File: src/rtl/interval_gen_pkg.sv
// ============================================================================
// interval_gen_pkg : shared FSM encoding and default counter width for the
//                    interval generator and its paired start/stop measurer.
// Revision: 1.0
// ============================================================================
`default_nettype none

package interval_gen_pkg;

  // The measurer imports this constant so both ends agree on the counter width.
  localparam int unsigned DEFAULT_WIDTH = 8;

  typedef enum logic [2:0] {
    S_IDLE  = 3'd0,
    S_START = 3'd1,
    S_RUN   = 3'd2,
    S_STOP  = 3'd3,
    S_GAP   = 3'd4
  } state_t;

endpackage

`default_nettype wire

File: src/rtl/interval_cmd_fifo.sv
// ============================================================================
// interval_cmd_fifo : synchronous first-word-fall-through command FIFO.
// Revision: 1.0
// ============================================================================
`default_nettype none

module interval_cmd_fifo
  import interval_gen_pkg::*;
#(
  parameter int unsigned WIDTH = DEFAULT_WIDTH,
  parameter int unsigned DEPTH = 4
) (
  input  logic             clk_i,
  input  logic             rstn_i,
  input  logic             push,
  input  logic             pop,
  input  logic [WIDTH-1:0] din,
  output logic [WIDTH-1:0] dout,
  output logic             full,
  output logic             empty
);

  localparam int unsigned AW = (DEPTH > 1) ? $clog2(DEPTH) : 1;

  logic [WIDTH-1:0] mem [DEPTH];
  logic [AW-1:0]    rd_ptr;
  logic [AW-1:0]    wr_ptr;
  logic [AW:0]      count;
  logic             wr_en;
  logic             rd_en;

  // A pop in the same cycle frees the slot, so a full FIFO can still take a push.
  assign wr_en = push && (!full || pop);
  assign rd_en = pop && !empty;

  assign full  = (count == (AW+1)'(DEPTH));
  assign empty = (count == '0);
  assign dout  = mem[rd_ptr];

  always_ff @(posedge clk_i) begin
    if (wr_en) begin
      mem[wr_ptr] <= din;
    end
  end

  always_ff @(posedge clk_i or negedge rstn_i) begin
    if (!rstn_i) begin
      rd_ptr <= '0;
      wr_ptr <= '0;
      count  <= '0;
    end else begin
      if (wr_en) wr_ptr <= wr_ptr + 1'b1;
      if (rd_en) rd_ptr <= rd_ptr + 1'b1;
      case ({wr_en, rd_en})
        2'b10:   count <= count + 1'b1;
        2'b01:   count <= count - 1'b1;
        default: count <= count;
      endcase
    end
  end

endmodule

`default_nettype wire

File: src/rtl/interval_generator.sv
// ============================================================================
// interval_generator : turns interval commands into matched start/stop pulses.
// Build option: INTERVAL_GEN_FIFO_EN selects a FIFO_DEPTH command FIFO instead
//               of the single holding register.
// Revision: 1.0
// ============================================================================
`default_nettype none

module interval_generator
  import interval_gen_pkg::*;
#(
  parameter int unsigned WIDTH      = DEFAULT_WIDTH,
  parameter int unsigned FIFO_DEPTH = 4
) (
  input  logic             clk_i,
  input  logic             rstn_i,
  input  logic [WIDTH-1:0] interval_i,
  input  logic             valid_i,
  output logic             ready_o,
  output logic             start_o,
  output logic             stop_o,
  output logic             busy_o,
  output logic             done_o
);

  if (FIFO_DEPTH < 2 || (FIFO_DEPTH & (FIFO_DEPTH - 1)) != 0) begin : g_bad_depth
    $error("FIFO_DEPTH must be a power of two >= 2");
  end

  logic             q_push;
  logic             q_pop;
  logic             q_empty;
  logic             q_full;
  logic [WIDTH-1:0] q_dout;

  assign q_push  = valid_i && ready_o;
  assign ready_o = !q_full;

`ifdef INTERVAL_GEN_FIFO_EN
  interval_cmd_fifo #(
    .WIDTH (WIDTH),
    .DEPTH (FIFO_DEPTH)
  ) u_cmd_fifo (
    .clk_i  (clk_i),
    .rstn_i (rstn_i),
    .push   (q_push),
    .pop    (q_pop),
    .din    (interval_i),
    .dout   (q_dout),
    .full   (q_full),
    .empty  (q_empty)
  );
`else
  logic             hold_valid;
  logic [WIDTH-1:0] hold_data;

  // Push needs an empty register and pop a full one, so they never coincide.
  always_ff @(posedge clk_i or negedge rstn_i) begin
    if (!rstn_i) begin
      hold_valid <= 1'b0;
      hold_data  <= '0;
    end else if (q_push) begin
      hold_valid <= 1'b1;
      hold_data  <= interval_i;
    end else if (q_pop) begin
      hold_valid <= 1'b0;
    end
  end

  assign q_empty = !hold_valid;
  assign q_full  = hold_valid;
  assign q_dout  = hold_data;
`endif

  state_t           state;
  state_t           state_nxt;
  logic [WIDTH-1:0] cnt;
  logic [WIDTH-1:0] cnt_nxt;

  always_comb begin
    state_nxt = state;
    cnt_nxt   = cnt;
    q_pop     = 1'b0;
    case (state)
      S_IDLE: begin
        if (!q_empty) begin
          q_pop     = 1'b1;
          // A zero interval cannot be encoded by a start/stop pair.
          cnt_nxt   = (q_dout == '0) ? WIDTH'(1) : q_dout;
          state_nxt = S_START;
        end
      end
      S_START: state_nxt = S_RUN;
      S_RUN: begin
        if (cnt != '0) cnt_nxt = cnt - 1'b1;
        if (cnt <= WIDTH'(1)) state_nxt = S_STOP;
      end
      S_STOP:  state_nxt = S_GAP;
      S_GAP:   state_nxt = S_IDLE;
      default: state_nxt = S_IDLE;
    endcase
  end

  // Outputs are registered from the next state so they align with it.
  always_ff @(posedge clk_i or negedge rstn_i) begin
    if (!rstn_i) begin
      state   <= S_IDLE;
      cnt     <= '0;
      start_o <= 1'b0;
      stop_o  <= 1'b0;
      done_o  <= 1'b0;
      busy_o  <= 1'b0;
    end else begin
      state   <= state_nxt;
      cnt     <= cnt_nxt;
      start_o <= (state_nxt == S_START);
      stop_o  <= (state_nxt == S_STOP);
      done_o  <= (state_nxt == S_STOP);
      busy_o  <= (state_nxt != S_IDLE);
    end
  end

endmodule

`default_nettype wire

File: config.mk
export PLATFORM = sky130hd
export DESIGN_NAME = interval_generator
export DESIGN_NICKNAME = d
export VERILOG_FILES = /design/src/rtl/interval_gen_pkg.sv /design/src/rtl/interval_cmd_fifo.sv /design/src/rtl/interval_generator.sv
export SDC_FILE = /design/constraint.sdc
export NUM_CORES = 1
export LEC_CHECK = 0
export BUFFER_PORTS_ARGS = -buffer_cell sky130_fd_sc_hd__buf_2
export CORE_MARGIN = 10
export CORE_UTILIZATION = 40
export CTS_CLUSTER_DIAMETER = 50
export DETAILED_ROUTE_END_ITERATION = 12
export HOLD_SLACK_MARGIN = 0.03
export PLACE_DENSITY_LB_ADDON = 0.08
export SLEW_MARGIN = 20
export SYNTH_ARGS = -nofsm -noshare
export SYNTH_HDL_FRONTEND = slang
export SYNTH_SLANG_ARGS = --single-unit
File: constraint.sdc
create_clock -name clk_i -period 1.75 [get_ports clk_i]
set_input_delay 0.2625 -clock clk_i [delete_from_list [all_inputs] [get_ports clk_i]]
set_output_delay 0.2625 -clock clk_i [all_outputs]
set_load 0.01 [all_outputs]
======== Word-level counts from Yosys, hierarchy flattened ========
Cells that the tools add are included.
word-level totals
  register bits after elaboration ......... 23
  latch bits .............................. 0
  bits in writable memories ............... 0
  ROM bits ................................ 0
  output and inout bits ................... 5
  word-level logic and storage cells ...... 36
  memories kept ........................... 0
operators by class
  add/subtract/negate cells ............... 1
  multiply operators ...................... 0
  div/mod/pow operators ................... 0
  order comparisons ....................... 1
  equal/unequal tests ..................... 7
  shifts and indexed selects .............. 0
  multiplexer cells ....................... 11
  bitwise gates (word level) .............. 0
  reduce and logical (&&, ||, !) cells .... 9
operator list
  cell                                                            number
  two-way mux 8 bit                                               3
  one-hot mux 8 bit (2 select lines)                              1
  one-hot mux 3 bit (4 select lines)                              1
  equality test 3 x 2 -> 1 bit, second input constant             3
  less-or-equal comparator 8 x 1 -> 1 bit, second input constant  1
  zero test 8 bit                                                 1
  nonzero test 8 bit                                              1
  subtractor 8 x 1 -> 8 bit, second input constant                1
  equality test 3 x 1 -> 1 bit, second input constant             2
  two-way mux 3 bit                                               2
  two-way mux 1 bit                                               4
  != test 2 bit, second input constant                            2
  nonzero test 2 bit                                              2
  zero test 3 bit                                                 1
  AND reduction 3 bit                                             1
  nonzero test 3 bit                                              1
  logical AND 1 bit                                               1
  zero test 1 bit                                                 1

======== Longest topological paths before layout ========
  word-level depth ........................ 4
  depth in mapped cells ................... 7
  depth with buffers taken out ............ 6

======== Least setup slack after synthesis ========
OpenSTA, ideal clock, no wires.
  path type ............................... reg2reg
  from .................................... register cnt[0]
  to ...................................... register cnt[1]
  arrival time ............................ 1.644 ns
  path slack .............................. -0.019 ns
  stages on the path, launching flop included .. 7
  buffers on the path ..................... 0
  clock period less this slack ............ 1.769 ns
  path through ............................ dfrtp_1 > inv_1 > ha_1 > or3b_2 > o21ai_2 > nand2_2 > mux2_4
between the ends
  word-level cells in the longest chain between the ends .. 3
ends and longest elaborated chain
  item                                                                       line                       RTL
  start: declaration                                                         interval_generator.sv:77   logic [WIDTH-1:0] cnt;
  start signal: assignment                                                   interval_generator.sv:115  cnt <= cnt_nxt;
  subtractor 8 x 1 -> 8 bit or nonzero test 8 bit (tied branches)            interval_generator.sv:95   if (cnt != '0) cnt_nxt = cnt - 1'b1;
  two-way mux 8 bit or != test 2 bit (tied branches)                         n/a
  one-hot mux 8 bit (2 select lines) or AND reduction 3 bit (tied branches)  n/a
Several ways; a longest one is shown, not always the timed one. The select of a mux whose other input is x is not followed.
A chain may end at the register's enable or synchronous reset.

======== Final worst setup path ========
  from .................................... register cnt[1]
  to ...................................... register cnt[1]
Same word-level chain as after synthesis.

==> impl_summary.txt <==
----------------------------------------------------
[Clock network]
  Max H-tree Level ... 1
  Inserted Clock Buffers ... 3
  Maximum number of buffers from clock root to sink ... 2
  Worst-skew pair later-pin latency ... between 300 and 400 ps
  Clk sink count ... 23
  Clock-pin transition on the worst setup and hold timing paths ... 130 ps
  Root Driver ... sky130_fd_sc_hd__clkbuf_4
  CTS tree ... built

[Floorplanning]
  DIE AREA ... 5460 µm²
  Standard cell core area ... 2760 µm²
  Vertical extent of the die ... 73.9 µm
  Die width ... between 70 and 80 µm
  Placement row count ... 19
  Io pins ... 16
  Initial core utilization ... 42.2%

[Place]
  Number of cells in the design after placement ... between 150 and 200
  Port Buf Inserts ... 15
  HPWL Detailed ... 1850 µm
  RePlAce Congestion ... between 0.8 and 0.9

[Global routing]
  Vias in the first global route ... 878
  Global-route wire length before repair ... about 4000 µm
  GRT Resource Usage Total ... about a tenth
  Maximum number of pins on one net before global-route repair ... 24
  Sum of overflow across all layers after global routing ... 0
  Antenna violations before repair ... 0

[Final layout]
  Final nets ... 146
  Final non-filler cell total ... 163
  Synth-to-Final Area Change ... 19.9%
  Diodes inserted ... 0
  Share of final-layout standard cells stronger than drive strength 1 ... 40.2%

[Power]
  Leakage Power ... 0.000636 µW
  Power density normalized to cell area ... 1960 nW/µm²
  Total power after layout ... 2730 µW
  Maximum resistive drop on vdd ... ~0.94 mV

[Hold path]
  Hold EP ... hold_data[6]
  Type of the most critical hold path ... input pin to flop
  Startpoint of the lowest-slack hold path ... interval_i[6]
  Worst Hold Depth ... 2

[Routing]
  Average wire per standard cell ... 15.4 µm
  Post-route ant nets ... 0
  Total iterations of the first detailed-routing run ... 4
  First-iteration detailed-routing DRC count ... 52
  Detailed-route vias per instance ... 5.46
  Vias post-DR ... 890
  Sum of routed wire length over all layers ... 2520 µm
  Final routed DRC violation total ... 0

[Logic synthesis]
  Avg Synthesized Cell Area ... between 10 and 15 µm²
  Cell type with the largest total area after synthesis ... sky130_fd_sc_hd__dfrtp_1
  Most used flip-flop cell after synthesis ... sky130_fd_sc_hd__dfrtp_1
  Synthesized net count ... 118
  Mapped Area ... approximately 1200 µm²
  Ys Warns ... 0
  Mapped Cells ... 105
  Number of unique standard cell types used by synthesis ... 45
  Share of synthesized registers carrying an async set or reset ... between 90% and 100%
  Fraction of post-synthesis cell area in the top cell type by area ... 49.5%
  Number of enable flip-flop cells after synthesis ... 0
  Sequential fraction of the synthesis area ... 49.5%
  Area contributors post-synth ... sky130_fd_sc_hd__dfrtp_1 50%, sky130_fd_sc_hd__mux2_2 7.8%, sky130_fd_sc_hd__nor2_1 3.2%
  Flip-flop and latch count after synthesis ... 23

[STA]
  Max Transition Viols Final ... 0
  Worst rel slew slack ... between 60% and 70%
  Final worst path period share ... about 100%
  Hold violation total from the final report ... 0
  Clock period minus worst slack ... roughly 1700 ps
  Unrepaired setup endpoints after global routing ... yes
  Finish-stage setup viols ... 0
  Worst-Margin Slew ... 509 ps
  Peak Freq ... 0.583 GHz
  Largest clock skew in the final design ... 7.06 ps

[Worst setup path]
  Critical Path Sink Type ... flop
  Crit. path cell count ... 6
  Number of cells traversed by the worst register-to-register path ... 6
  CP Class ... flop to flop
  Worst-path fanout max ... 3
  Slowest cell on the critical path ... sky130_fd_sc_hd__dfrtp_1
  Kind of start point of the critical path ... flop
  WP data arrival ... 1930 ps
  Reg-to-reg critical path endpoint ... cnt[1]
  Slowest cell delay on critical path ... 400 ps
  Start of the worst register-to-register path ... cnt[1]
  Ordered cell list for the critical path ... inv_1, ha_2, or3b_4, o21ai_4, nand2_2, mux2_4
  Reg-to-reg slack, setup ... 30 ps
  Critical path data required time ... 1970 ps
  Critical path buffer and inverter count ... 1
  Critical path's top delay family ... simple AND/OR/NAND/NOR gates

[Job]
  Number of max-capacitance violations reported ... 0

[Outcome]
  Run status ... completed

----------------------------------------------------
worst register-to-register path: stages, from the launching register on:
cell and delay [ps]:
sky130_fd_sc_hd__dfrtp_1 400, sky130_fd_sc_hd__inv_1 80, sky130_fd_sc_hd__ha_2 180, sky130_fd_sc_hd__or3b_4 400, sky130_fd_sc_hd__o21ai_4 160, sky130_fd_sc_hd__nand2_2 90
sky130_fd_sc_hd__mux2_4 300
Yosys cell counts, types with 2 or more instances:
cell type	count
sky130_fd_sc_hd__dfrtp_1	23
sky130_fd_sc_hd__nor2_1	10
sky130_fd_sc_hd__mux2_2	8
sky130_fd_sc_hd__a21oi_1	7
sky130_fd_sc_hd__nor3_1	5
sky130_fd_sc_hd__inv_1	4
sky130_fd_sc_hd__o21ai_0	3
sky130_fd_sc_hd__clkbuf_1	2
sky130_fd_sc_hd__ha_1	2
sky130_fd_sc_hd__nand3_1	2
sky130_fd_sc_hd__nor4_1	2
sky130_fd_sc_hd__o21ai_1	2
sky130_fd_sc_hd__o22ai_1	2
sky130_fd_sc_hd__or4_1	2
worst max path at each step:
stage                  end  startpoint
finish              cnt[1]      cnt[1]
global route        cnt[1]      cnt[1]
CTS                 cnt[1]      cnt[1]
detailed placement  cnt[1]      cnt[1]
global placement    cnt[1]      cnt[1]
floorplan           cnt[1]      cnt[0]
sequential cells by signal, summed over array words and instances, names as in the netlist:
register and count:
cnt 8, hold_data 8, state 3, busy_o 1, done_o 1, hold_valid 1
start_o 1
layout make-up:
class | instances | area (µm²)
sequential | 23 | 576
multi-input combinational | 72 | 547
fill | 255 | 1360
tap | 31 | 38.8
timing repair buffer | 28 | 175
clock buffer | 4 | 26.3
inverter | 5 | 31.3
power breakdown:
group / internal, µW / total, µW / switching (µW) / leakage, µW
logic: 741 / 1470 / 734 / 0.000347
clock network: 89.2 / 251 / 162 / 0.0000150
registers: 786 / 1010 / 222 / 0.000273
through the flow:
step	utilization [%]	hold slack, ps	TNS [ps]	setup WS [ps]	area (µm²)
floorplan	-	-33.1	0	74.7	1160
global placement	48.2	271	0	82.5	1330
detailed placement	48.2	269	0	42.4	1330
CTS	49.5	153	0	22.7	1370
global route	50.5	146	-36.0	-22.6	1390
finish	50.5	163	0	33.8	1390
cells by family (layout without fill, tap and decap cells):
logic type	count (synthesis)	after routing	synth area share, %
XOR/XNOR	2	2	1.51
adder cells (fa/ha/maj)	2	2	2.15
AO/OA/AOI/OAI	24	24	14.2
buffers and inverters	10	37	5.38
flip-flops	23	23	49.5
AND/OR/NAND/NOR	34	34	17.3
multiplexers	10	10	9.90
layout by cell type, fill, tap and decap left out, types with 3 or more instances in the layout:
cell,n
sky130_fd_sc_hd__a21oi_1,7
sky130_fd_sc_hd__buf_2,15
sky130_fd_sc_hd__buf_4,12
sky130_fd_sc_hd__clkbuf_4,3
sky130_fd_sc_hd__dfrtp_1,23
sky130_fd_sc_hd__inv_1,4
sky130_fd_sc_hd__mux2_2,8
sky130_fd_sc_hd__nor2_1,10
sky130_fd_sc_hd__nor3_1,4
sky130_fd_sc_hd__o21ai_0,3
what timing repair did:
action | in CTS | in global routing
gates resized for setup | 0 | 4
hold buffers | 1 | 0
buffers inserted | 0 | 1
hold endpoints to repair | 23 | 0
endpoints found under the setup margin | 0 | 7
per-layer routing:
layer	GRT usage [%]	share of wire, %	up-vias
met5	0	0	-
met4	4.97	1.7	0
met3	3.23	7.6	4
met2	14.1	45	37
met1	12.3	46	418
li1	-	-	431
(Power assumes the default switching activity.)
